===== src/rtl/branch_predictor.sv =====
`default_nettype none
// ============================================================================
// Module   : branch_predictor
// Purpose  : Direct-mapped branch target buffer with per-entry saturating
//            direction counters, zero-latency lookup, one update per cycle
//            and a saturating mispredict counter.
//            Optional gshare indexing: define BPRED_GSHARE_EN.
// Revision : 1.0 - initial release
// ============================================================================
module branch_predictor #(
  parameter int ENTRIES = 16,
  parameter int ADDR_W  = 16,
  parameter int CTR_W   = 2,
  parameter int GHR_W   = 4,
  parameter int CNT_W   = 16
) (
  input  logic              clk,
  input  logic              reset,
  input  logic [ADDR_W-1:0] lookup_pc,
  input  logic [ADDR_W-1:0] pcinc,
  output logic              pred_hit,
  output logic              pred_taken,
  output logic [ADDR_W-1:0] pred_target,
  output logic [GHR_W-1:0]  pred_hist,
  input  logic              upd_en,
  input  logic [ADDR_W-1:0] upd_pc,
  input  logic              upd_taken,
  input  logic [ADDR_W-1:0] upd_target,
  input  logic              upd_mispredict,
  input  logic [GHR_W-1:0]  upd_hist,
  input  logic              inval_all,
  output logic [CNT_W-1:0]  mispred_cnt
);

  localparam int IDX_W = $clog2(ENTRIES);
  localparam int TAG_W = ADDR_W - IDX_W;

  // Weakly-not-taken sits just below the MSB flip; weakly-taken just above.
  localparam logic [CTR_W-1:0] CTR_WNT = CTR_W'((1 << (CTR_W - 1)) - 1);
  localparam logic [CTR_W-1:0] CTR_WT  = CTR_W'(1 << (CTR_W - 1));
  localparam logic [CTR_W-1:0] CTR_MAX = {CTR_W{1'b1}};

  logic [ENTRIES-1:0] valid;
  logic [TAG_W-1:0]   tag_mem [ENTRIES];
  logic [ADDR_W-1:0]  tgt_mem [ENTRIES];
  logic [CTR_W-1:0]   ctr_mem [ENTRIES];

  logic [IDX_W-1:0] lk_idx;
  logic [IDX_W-1:0] up_idx;
  logic [TAG_W-1:0] lk_tag;
  logic [TAG_W-1:0] up_tag;
  logic             up_hit;

  assign lk_tag = lookup_pc[ADDR_W-1:IDX_W];
  assign up_tag = upd_pc[ADDR_W-1:IDX_W];

`ifdef BPRED_GSHARE_EN
  logic [GHR_W-1:0] ghr;
  logic [GHR_W-1:0] ghr_shift;
  logic [GHR_W-1:0] ghr_restore;

  // A one-bit history has nothing to shift; it simply records the outcome.
  generate
    if (GHR_W == 1) begin : g_ghr_w1
      assign ghr_shift   = upd_taken;
      assign ghr_restore = upd_taken;
    end else begin : g_ghr_wn
      assign ghr_shift   = {ghr[GHR_W-2:0], upd_taken};
      assign ghr_restore = {upd_hist[GHR_W-2:0], upd_taken};
    end
  endgenerate

  assign lk_idx    = lookup_pc[IDX_W-1:0] ^ IDX_W'(ghr);
  assign up_idx    = upd_pc[IDX_W-1:0] ^ IDX_W'(upd_hist);
  assign pred_hist = ghr;

  // Global history: speculative shift, repaired from the branch's snapshot on mispredict.
  always_ff @(posedge clk) begin
    if (!reset) begin
      ghr <= '0;
    end else if (upd_en) begin
      ghr <= upd_mispredict ? ghr_restore : ghr_shift;
    end
  end
`else
  logic unused_hist;
  assign unused_hist = ^upd_hist;
  assign lk_idx      = lookup_pc[IDX_W-1:0];
  assign up_idx      = upd_pc[IDX_W-1:0];
  assign pred_hist   = '0;
`endif

  // Combinational lookup; no bypass from a same-cycle update.
  always_comb begin
    pred_hit    = valid[lk_idx] && (tag_mem[lk_idx] == lk_tag);
    pred_taken  = pred_hit && ctr_mem[lk_idx][CTR_W-1];
    pred_target = pred_taken ? tgt_mem[lk_idx] : pcinc;
  end

  assign up_hit = valid[up_idx] && (tag_mem[up_idx] == up_tag);

  // Table write: invalidate beats update; not-taken misses never allocate.
  always_ff @(posedge clk) begin
    if (!reset) begin
      valid <= '0;
      for (int i = 0; i < ENTRIES; i++) begin
        ctr_mem[i] <= CTR_WNT;
        tag_mem[i] <= '0;
        tgt_mem[i] <= '0;
      end
    end else if (inval_all) begin
      valid <= '0;
    end else if (upd_en) begin
      if (up_hit) begin
        if (upd_taken) begin
          if (ctr_mem[up_idx] != CTR_MAX) ctr_mem[up_idx] <= ctr_mem[up_idx] + CTR_W'(1);
          tgt_mem[up_idx] <= upd_target;
        end else if (ctr_mem[up_idx] != '0) begin
          ctr_mem[up_idx] <= ctr_mem[up_idx] - CTR_W'(1);
        end
      end else if (upd_taken) begin
        valid[up_idx]   <= 1'b1;
        tag_mem[up_idx] <= up_tag;
        tgt_mem[up_idx] <= upd_target;
        ctr_mem[up_idx] <= CTR_WT;
      end
    end
  end

  // Mispredict counter sticks at all-ones rather than wrapping.
  always_ff @(posedge clk) begin
    if (!reset) begin
      mispred_cnt <= '0;
    end else if (upd_en && upd_mispredict && (mispred_cnt != {CNT_W{1'b1}})) begin
      mispred_cnt <= mispred_cnt + CNT_W'(1);
    end
  end

endmodule
`default_nettype wire

===== config.mk =====
export PLATFORM = sky130hd
export DESIGN_NAME = branch_predictor
export DESIGN_NICKNAME = d
export VERILOG_FILES = /design/src/rtl/branch_predictor.sv
export SDC_FILE = /design/constraint.sdc
export NUM_CORES = 1
export LEC_CHECK = 0
export ABC_CLOCK_PERIOD_IN_PS = 7600
export BUFFER_PORTS_ARGS = -buffer_cell sky130_fd_sc_hd__buf_2
export CAP_MARGIN = 20
export CORE_MARGIN = 1
export CORE_UTILIZATION = 50
export CTS_CLUSTER_SIZE = 24
export DETAILED_ROUTE_END_ITERATION = 16
export PLACE_DENSITY_LB_ADDON = 0.12
export SLEW_MARGIN = 25
export SYNTH_ARGS = -nofsm -noshare
export SYNTH_HDL_FRONTEND = slang
export SYNTH_SLANG_ARGS = --single-unit

===== constraint.sdc =====
create_clock -name clk -period 7.6 [get_ports clk]
set_input_delay 1.52 -clock clk [delete_from_list [all_inputs] [get_ports clk]]
set_output_delay 1.52 -clock clk [all_outputs]
set_load 0.005 [all_outputs]

# After elaboration in Yosys (flattened, before gate mapping)
# Memory sizes are Yosys's and may differ from the RTL's.
# Index checks and enable logic that the tools add are counted.
# W data, S select, Z words.
dict set report totals {
  regBits 32
  ram_bits 480
  input_bits 74
  out_inout_bits 38
  memories 3
}
dict set report op_classes {
  addsub 3
  order_cmp 3
  n_eq_ne 4
  n_mux 45
  n_bitwise 6
  n_reduce_logical 12
}
# name words width rd rd_ports_with_merged_regs write_ports line_no
set mem_list {}
lappend mem_list {tgt_mem 16 16 1 0 16 45} ;# logic [ADDR_W-1:0] tgt_mem [ENTRIES];
lappend mem_list {tag_mem 16 12 2 0 16 44} ;# logic [TAG_W-1:0] tag_mem [ENTRIES];
lappend mem_list {ctr_mem 16 2 2 0 16 46} ;# logic [CTR_W-1:0] ctr_mem [ENTRIES];
# op count
set ops {}
lappend ops {{$mux W16} 3}
lappend ops {{$mux W1} 32}
lappend ops {{$eq A12 B12 Y1} 2}
lappend ops {{$add A16 B1 Y16 const B} 1}
lappend ops {{$ne A16 B16 Y1 const B} 1}
lappend ops {{$or A16 B16 Y16} 1}
lappend ops {{$reduce_or A16 Y1} 1}
lappend ops {{$mux W12} 1}
lappend ops {{$mux W4} 3}
lappend ops {{$reduce_or A12 Y1} 1}
lappend ops {{$lt A4 B5 Y1 const B} 2}
lappend ops {{$bmux W1 S4} 2}
lappend ops {{$logic_and A1 B1 Y1} 6}
lappend ops {{$mux W2} 3}
lappend ops {{$demux W1 S4} 1}
lappend ops {{$ge A4 B1 Y1 const B} 1}
lappend ops {{$reduce_or A2 Y1} 2}
lappend ops {{$or A1 B1 Y1} 3}
lappend ops {{$reduce_and A3 Y1} 1}
lappend ops {{$add A2 B1 Y2 const B} 1}
lappend ops {{$ne A2 B2 Y1 const B} 1}
lappend ops {{$not A1 Y1} 2}
lappend ops {{$reduce_bool A2 Y1} 1}
lappend ops {{$sub A2 B1 Y2 const B} 1}

# Longest topological paths before layout
# Gate-level depths: netlist (run 1).
# An unclocked memory read counts as a cell.
dict set report logic_depth {
  depth_word 13
  depth_mapped 14
  ltp_nobuf 9
}

# Worst setup path after synthesis (run 1)
# OpenSTA, ideal clock, no wires.
dict set report synth_path {
  kind {in2out}
  startpoint {input lookup_pc[0]}
  endpoint {output pred_target[10]}
  t_arrival_ns 4.461
  setup_slack_ns 1.619
  stages 9
  n_path_buf 6
  path_cell_list {buf_2 -> buf_2 -> buf_4 -> buf_2 -> buf_1 -> buf_2 -> mux4_2 -> mux4_2 -> mux2_1}
}
dict set report synth_via {
  elab_chain_cells 5
  elab_cells_between_ends 9
  cone_classes {eq/ne: 1; mux: 3; reduce/logical: 2; memory: 3}
}
# item line_no
set synth_rtl {}
lappend synth_rtl {{start: declaration} 19} ;# input logic [ADDR_W-1:0] lookup_pc,
lappend synth_rtl {{$mem_v2 Z16 W12 or $bmux W1 S4 (tied branches)} -}
lappend synth_rtl {{$eq A12 B12 Y1 or $mux W1 (tied branches)} 95} ;# pred_hit = valid[lk_idx] && (tag_mem[lk_idx] == lk_tag);
lappend synth_rtl {{$logic_and A1 B1 Y1} 95}
lappend synth_rtl {{$logic_and A1 B1 Y1} 96} ;# pred_taken = pred_hit && ctr_mem[lk_idx][CTR_W-1];
lappend synth_rtl {{$mux W16 *} 97} ;# pred_target = pred_taken ? tgt_mem[lk_idx] : pcinc;
lappend synth_rtl {{end: declaration} 23} ;# output logic [ADDR_W-1:0] pred_target,
# Every way passes the cells marked *; elsewhere a longest branch is shown, timed or not. The select of a mux whose other input is x is not followed.

# Final worst setup path (run 1)
# Ends and elaborated chain as after synthesis.

==> results.yml, run 1 <==
sta:
  setup_tns_ps: 0
  fmax_mhz: 150
  setup_viol_count_final: 0
  worst_pin_slew_ps: 1130
  hold_ws_ps: 465
  skew_ps: 17.2
  rsz0062_at_grt: "no"
  relSlewSlack: 0.243
  period_share: 0.877
  drv_slew: 0
  hold_viol_final: 0
  min_period_ps: 6660
setup_path:
  worstPathMaxFanout: 36
  rrSetupSlack_ps: 3450
  r2r_end: "tag_mem[0][3]$_SDFFCE_PN0P_"
  crit_path_start_kind: "input port"
  crit_type: "in2out"
  required_ps: 6080
  r2r.worst_path.cells: 8
  r2r_start: "tag_mem[15][6]$_SDFFCE_PN0P_"
  arrival_ps: 5140
  cp-end-kind: "output pin"
clock_tree:
  postCtsSetupRepairBufs: 0
  numCtsBuffers: 55
  root_buffer: "clkbuf_16"
  cts-htree-levels: 2
  cts_hold_buf: 0
  ctsResizeCount: 0
  insertion_delay_ps: 640
  cts_tree: "done"
  clk_path_buf_depth: 3
  cts_num_sinks: 512
  clk_pin_slew_worst_paths_ps: 60
route:
  num_vias: 17500
  wl_per_cell_um: 31.3
  drtIter0Drc: 2220
  dr.pass1.iters: 6
  wirelength_um: 82500
  top_layer: "met5"
  drt-met1-wl_um: 32500
  wl_met2_um: 39500
  wl_met3_um: 7270
  drtAntennaViolNets: 0
  vias_per_cell: 6.67
  drc: 0
global_routing:
  grt_start_max_net_pins: 108
  grt.overflow.total: 0
  grt_pass1_vias: 17400
  track_usage: 0.314
  antenna_found_initial: 17
  grt_pass1_wl_um: 120000
synth:
  synth.most_common_cell: "edfxtp_1"
  yosys_warnings: 0
  synth.distinct_cells: 58
  synth-xor-area-share: 0.0143
  synth_area_um2: 26200
  yosys-top-cells-area: "edfxtp_1, mux4_2, and3_1"
  synth_top_family_by_area: "multiplexers"
  ys_ff_latch: 512
  synthArstFlopShare: 0
  synth-adder-area-share: 0.000477
  synth_compound_area_frac: 0.0399
  synthSimpleGateAreaFrac: 0.151
  syn-instance-count: 1876
  synth_top_area_cell: "edfxtp_1"
  synth_top_area_frac: 0.549
  ys.flop_type: "edfxtp_1"
  syn_area_per_cell_um2: 14.0
  synth_edf_count: 480
  netlist_top_cells_count: "edfxtp_1, and3_1, mux4_2"
  synth_seq_area_share: 0.574
  synthMuxAreaShare: 0.186
cells_and_area:
  n_antenna_cell: 0
  nets: 1982
  area_delta_synth_final_pct: 11.0
  drive_gt1_frac: 0.246
  instances_no_fill: 2631
  fin_area_um2: 29100
worst_hold_path:
  hp-class: "reg2reg"
  hold_depth: 2
  hold_path_startpoint: "valid[6]$_SDFFE_PP0P_"
  hold_end: "valid[6]$_SDFFE_PP0P_"
outcome:
  outcome: "finished clean"
placed_design:
  place_inst: 2530
  dpl_cell_area_um2: 27400
  io_buffer_count: 103
  place_congestion: 0.878
  place_hpwl_um: 48100
power_and_ir_drop:
  power_density_nw_per_um2: 225
  p_leak_nw: 11.4
  ir_drop_mv: 0.208
  power_mw: 6.55
floorplan:
  die_w_um: 231
  row_count: 83
  die-area_um2: 53400
  core-area_um2: 51600
  initial_utilization: 0.509
  die_h_um: 231
  num_io_pins: 112
job:
  maxCapViolCount: 0
[worst max path at each step]
stage / start / endpoint / slack (ps) / cells after the start
after global placement: lookup_pc[0] / pred_target[10] / 1030 / 11
final: lookup_pc[0] / pred_target[10] / 940 / 11
after detailed placement: lookup_pc[0] / pred_target[10] / 970 / 11
after CTS: lookup_pc[0] / pred_target[10] / 970 / 11
after floorplan: lookup_pc[0] / pred_target[10] / 1620 / 9
after global routing: lookup_pc[0] / pred_target[10] / 800 / 11
[metrics by stage]
stage / worst slack (ps) / util
finish: 938 / 0.564
global route: 797 / 0.564
CTS: 967 / 0.564
detailed placement: 972 / 0.531
global placement: 1030 / 0.531
floorplan: 1620 / -
[cell type report]
| type | instances | area (µm²) |
|---|---|---|
| clock buffers | 69 | 1430 |
| clock inverters | 32 | 292 |
| fillers | 4156 | 22500 |
| inverters | 6 | 22.5 |
| multi-input cells | 1157 | 10400 |
| flip-flops and latches | 512 | 15100 |
| well taps | 680 | 851 |
| repair buffers | 175 | 1080 |
[cells in the final DEF (no fill, tap or decap), types with 13 or more instances in the layout]
cell	instances
mux2i_1	73
clkbuf_1	14
mux2_2	19
o31ai_1	16
and3_1	330
buf_4	74
a22oi_1	17
nand2_1	96
dfxtp_1	32
mux4_2	174
buf_2	99
or3_1	13
clkbuf_16	55
and2_1	141
nand3_1	13
a31oi_1	14
xnor2_1	33
nor2_1	20
edfxtp_1	480
o21ai_0	35
[registers in the layout (all words and copies together), names as in the netlist]
signal / count
valid: 16
ctr_mem: 32
tag_mem: 192
mispred_cnt: 16
tgt_mem: 256
[kinds of logic after synthesis]
family | count (synthesis)
fa+ha+maj | 1
other cells | 1
compound gates | 157
mux | 267
buf+inv | 210
xor+xnor | 43
flops | 512
simple gates | 685
[per-layer routing]
layer	vias to the layer above	track usage
li1	7345	-
met1	8992	0.428
met2	1001	0.510
met3	202	0.0455
met4	6	0.121
met5	-	0
[power breakdown]
group	total (mW)	internal [mW]	switching, mW	leakage [nW]
sequential	3.27	3.22	0.0527	4.84
combinational	0.652	0.261	0.392	5.71
clock	2.63	1.47	1.16	0.840
total	6.55	4.94	1.61	11.4
[worst max-delay path, stage by stage]
cell and delay [ps]:
clkbuf_8 390, buf_4 390, mux4_2 550, mux2i_1 150, mux2i_1 160, xnor2_1 220
o2111ai_1 170, a21o_1 220, or3b_1 730, mux2_1 450, buf_2 130
(Power assumes the default switching activity.)
==> run 2: changes to the inputs <==
--- a/config.mk
+++ b/config.mk
@@ -5,6 +5,7 @@
 export SDC_FILE = /design/constraint.sdc
 export NUM_CORES = 1
 export LEC_CHECK = 0
+export ABC_AREA = 1
 export ABC_CLOCK_PERIOD_IN_PS = 7600
 export BUFFER_PORTS_ARGS = -buffer_cell sky130_fd_sc_hd__buf_2
 export CAP_MARGIN = 20
==> results.yml, run 2 <==
setup_path:
  rrSetupSlack_ps: 3930
  required_ps: 6080
  slowest_delay_ps: 680
  crit_top_cell: "nand2_1"
  worst_path_max_delay_cell: "buf_4"
  worstPathMaxFanout: 76
  crit_path_start_kind: "input port"
  crit_type: "in2out"
  path_cells: "buf_6 > buf_4 > o21ai_0 > nand2_1 > o21ai_0 > nand2_1 > nand3_1 > nand2_1 > o21ai_0 > nor2_1 > nand2_1 > nor2_2 > nand3_2 > nand2_1 > nand2_1 > buf_2"
  cp-end-kind: "output pin"
  arrival_ps: 4910
floorplan:
  initial_utilization: 0.511
  core-area_um2: 50500
  die-area_um2: 52500
  die_w_um: 229
  row_count: 82
  die_h_um: 229
  num_io_pins: 112
synth:
  synth_top_area_cell: "edfxtp_1"
  yosys_warnings: 0
  ys.flop_type: "edfxtp_1"
  synth_area_um2: 25800
  netlist_top_cells_count: "nor2_1, nand2_1, edfxtp_1"
  synth_edf_count: 480
  syn_area_per_cell_um2: 8.79
  syn-instance-count: 2933
  yosys-top-cells-area: "edfxtp_1, nor2_1, nand2_1"
  synth_seq_area_share: 0.584
  synth.most_common_cell: "nor2_1"
  synth_top_area_frac: 0.559
  ys_ff_latch: 512
  synth.distinct_cells: 42
  synthArstFlopShare: 0
cells_and_area:
  area_delta_synth_final_pct: 9.22
  top_regs: "tgt_mem: 256 flops, tag_mem: 192 flops, ctr_mem: 32 flops"
  final_cell_mix: "nor2_1, nand2_1, edfxtp_1"
  nets: 2990
  drive_gt1_frac: 0.0869
  largest-register: "tgt_mem"
  n_antenna_cell: 0
  largest_reg_flops: 256
  instances_no_fill: 3629
  layout_commonest_cell: "nor2_1"
  fill_cells: 4504
placed_design:
  place_congestion: 0.871
  io_buffer_count: 103
  place_inst: 3531
  place_hpwl_um: 48700
global_routing:
  grt_pass1_vias: 20200
  grt_util_met1: 0.417
  grtUsageMet2: 0.474
  grt_pass1_wl_um: 119000
  grt.overflow.total: 0
  track_usage: 0.301
  grt_start_max_net_pins: 167
  grt_use_met3: 0.0474
  gr-max-usage-layer: "met2"
  antenna_found_initial: 1
route:
  drtAntennaViolNets: 0
  wirelength_um: 80000
  num_vias: 21600
  drtIter0Drc: 2766
  drc: 0
  dr.pass1.iters: 7
  wl_per_cell_um: 22.1
  vias_per_cell: 5.94
clock_tree:
  root_buffer: "clkbuf_16"
  clk_path_buf_depth: 3
  cts_tree: "done"
  clk_pin_slew_worst_paths_ps: 60
  insertion_delay_ps: 620
  cts_num_sinks: 512
  cts_hold_buf: 0
  ctsResizeCount: 0
  postCtsSetupRepairBufs: 0
  cts-htree-levels: 2
  numCtsBuffers: 54
sta:
  worst_pin_slew_ps: 1120
  setup_tns_ps: 0
  fmax_mhz: 156
  min_period_ps: 6430
  setup_viol_count_final: 0
  rsz0062_at_grt: "no"
  drv_slew: 0
  relSlewSlack: 0.255
  hold_viol_final: 0
  skew_ps: 17.6
  period_share: 0.845
worst_hold_path:
  hp-class: "reg2reg"
power_and_ir_drop:
  internal_power_mw: 4.89
  p_leak_nw: 11.2
  pwr-share-comb: 0.101
  power_density_nw_per_um2: 232
  ir_drop_mv: 0.149
  switchingPower_mw: 1.66
  power_mw: 6.54
  power.share.sequential: 0.498
  clkPwrFrac: 0.401
  switching_share: 0.253
outcome:
  outcome: "finished clean"
job:
  maxCapViolCount: 0
## run 2: cell count changes after synthesis, moves of 31 or more
cell	before	now
mux2i_1	73	0
nand2_1	97	637
mux4_2	174	0
and3_1	330	0
inv_1	5	132
o21ai_0	48	305
o211ai_1	7	45
nor2_1	28	713
o22ai_1	2	48
a21oi_1	6	72
buf_2	27	65
xnor2_1	33	2
nand3_1	13	89
and2_1	141	0
## run 2: layout make-up
cell class                      instances  area [µm²]  share of cell area
Sequential cell                       512       15100               0.535
Multi-Input combinational cell       2055        9140               0.324
Clock buffer                           73        1500              0.0531
Tap cell                              672         841              0.0299
Timing Repair Buffer                  144         835              0.0296
Inverter                              148         566              0.0201
Clock inverter                         25         236             0.00840
## run 2: per-layer routing
layer  wire length (µm)  vias up
met3               7530      206
met4               2910        2
met2              36800     1158
li1                   -     9862
met1              32800    10300
met5                 13        -
## run 2: critical path: cells and delay by family
| family | cells | cell delay (ps) |
|---|---|---|
| simple gates | 10 | 1780 |
| buf+inv | 3 | 1130 |
| compound gates | 3 | 390 |
## run 2: logic make-up (layout without fill, tap and decap cells)
| kind of cell | after synthesis | in the layout | share of synthesized area |
|---|---|---|---|
| AO/OA/AOI/OAI | 556 | 556 | 0.123 |
| buffers and inverters | 369 | 390 | 0.0626 |
| AND/OR/NAND/NOR | 1489 | 1489 | 0.228 |
| XOR/XNOR | 5 | 5 | 0.00170 |
| flip-flops | 512 | 512 | 0.584 |
| other | 1 | 4 | 0.000145 |
| adder cells (fa/ha/maj) | 1 | 1 | 0.000485 |
## run 2: worst paths after layout
kind | start | end | cells past startpoint
min reg2reg | valid[11]$_SDFFE_PP0P_ | valid[11]$_SDFFE_PP0P_ | 2
max reg2reg | valid[4]$_SDFFE_PP0P_ | tag_mem[0][6]$_SDFFCE_PN0P_ | 15
max | lookup_pc[0] | pred_target[8] | 16
min | valid[11]$_SDFFE_PP0P_ | valid[11]$_SDFFE_PP0P_ | 2
## run 2: metrics by stage
step / util / cell area, µm² / hold WS [ps] / worst slack (ps)
global route: 0.558 / 28200 / 491 / 907
detailed placement: 0.524 / 26400 / 459 / 1240
floorplan: - / 25800 / 441 / 2700
CTS: 0.558 / 28200 / 470 / 1230
finish: 0.558 / 28200 / 474 / 1170
global placement: 0.524 / 26400 / 454 / 1310
## run 2: power groups by stage
stage | registers [mW] | logic (mW) | clock network, mW
after floorplan | 3.30 | 0.428 | 0
final | 3.26 | 0.662 | 2.62
after global placement | 3.31 | 0.637 | 0
after global routing | 3.27 | 0.719 | 2.73
after detailed placement | 3.31 | 0.648 | 0
after CTS | 3.25 | 0.650 | 2.63
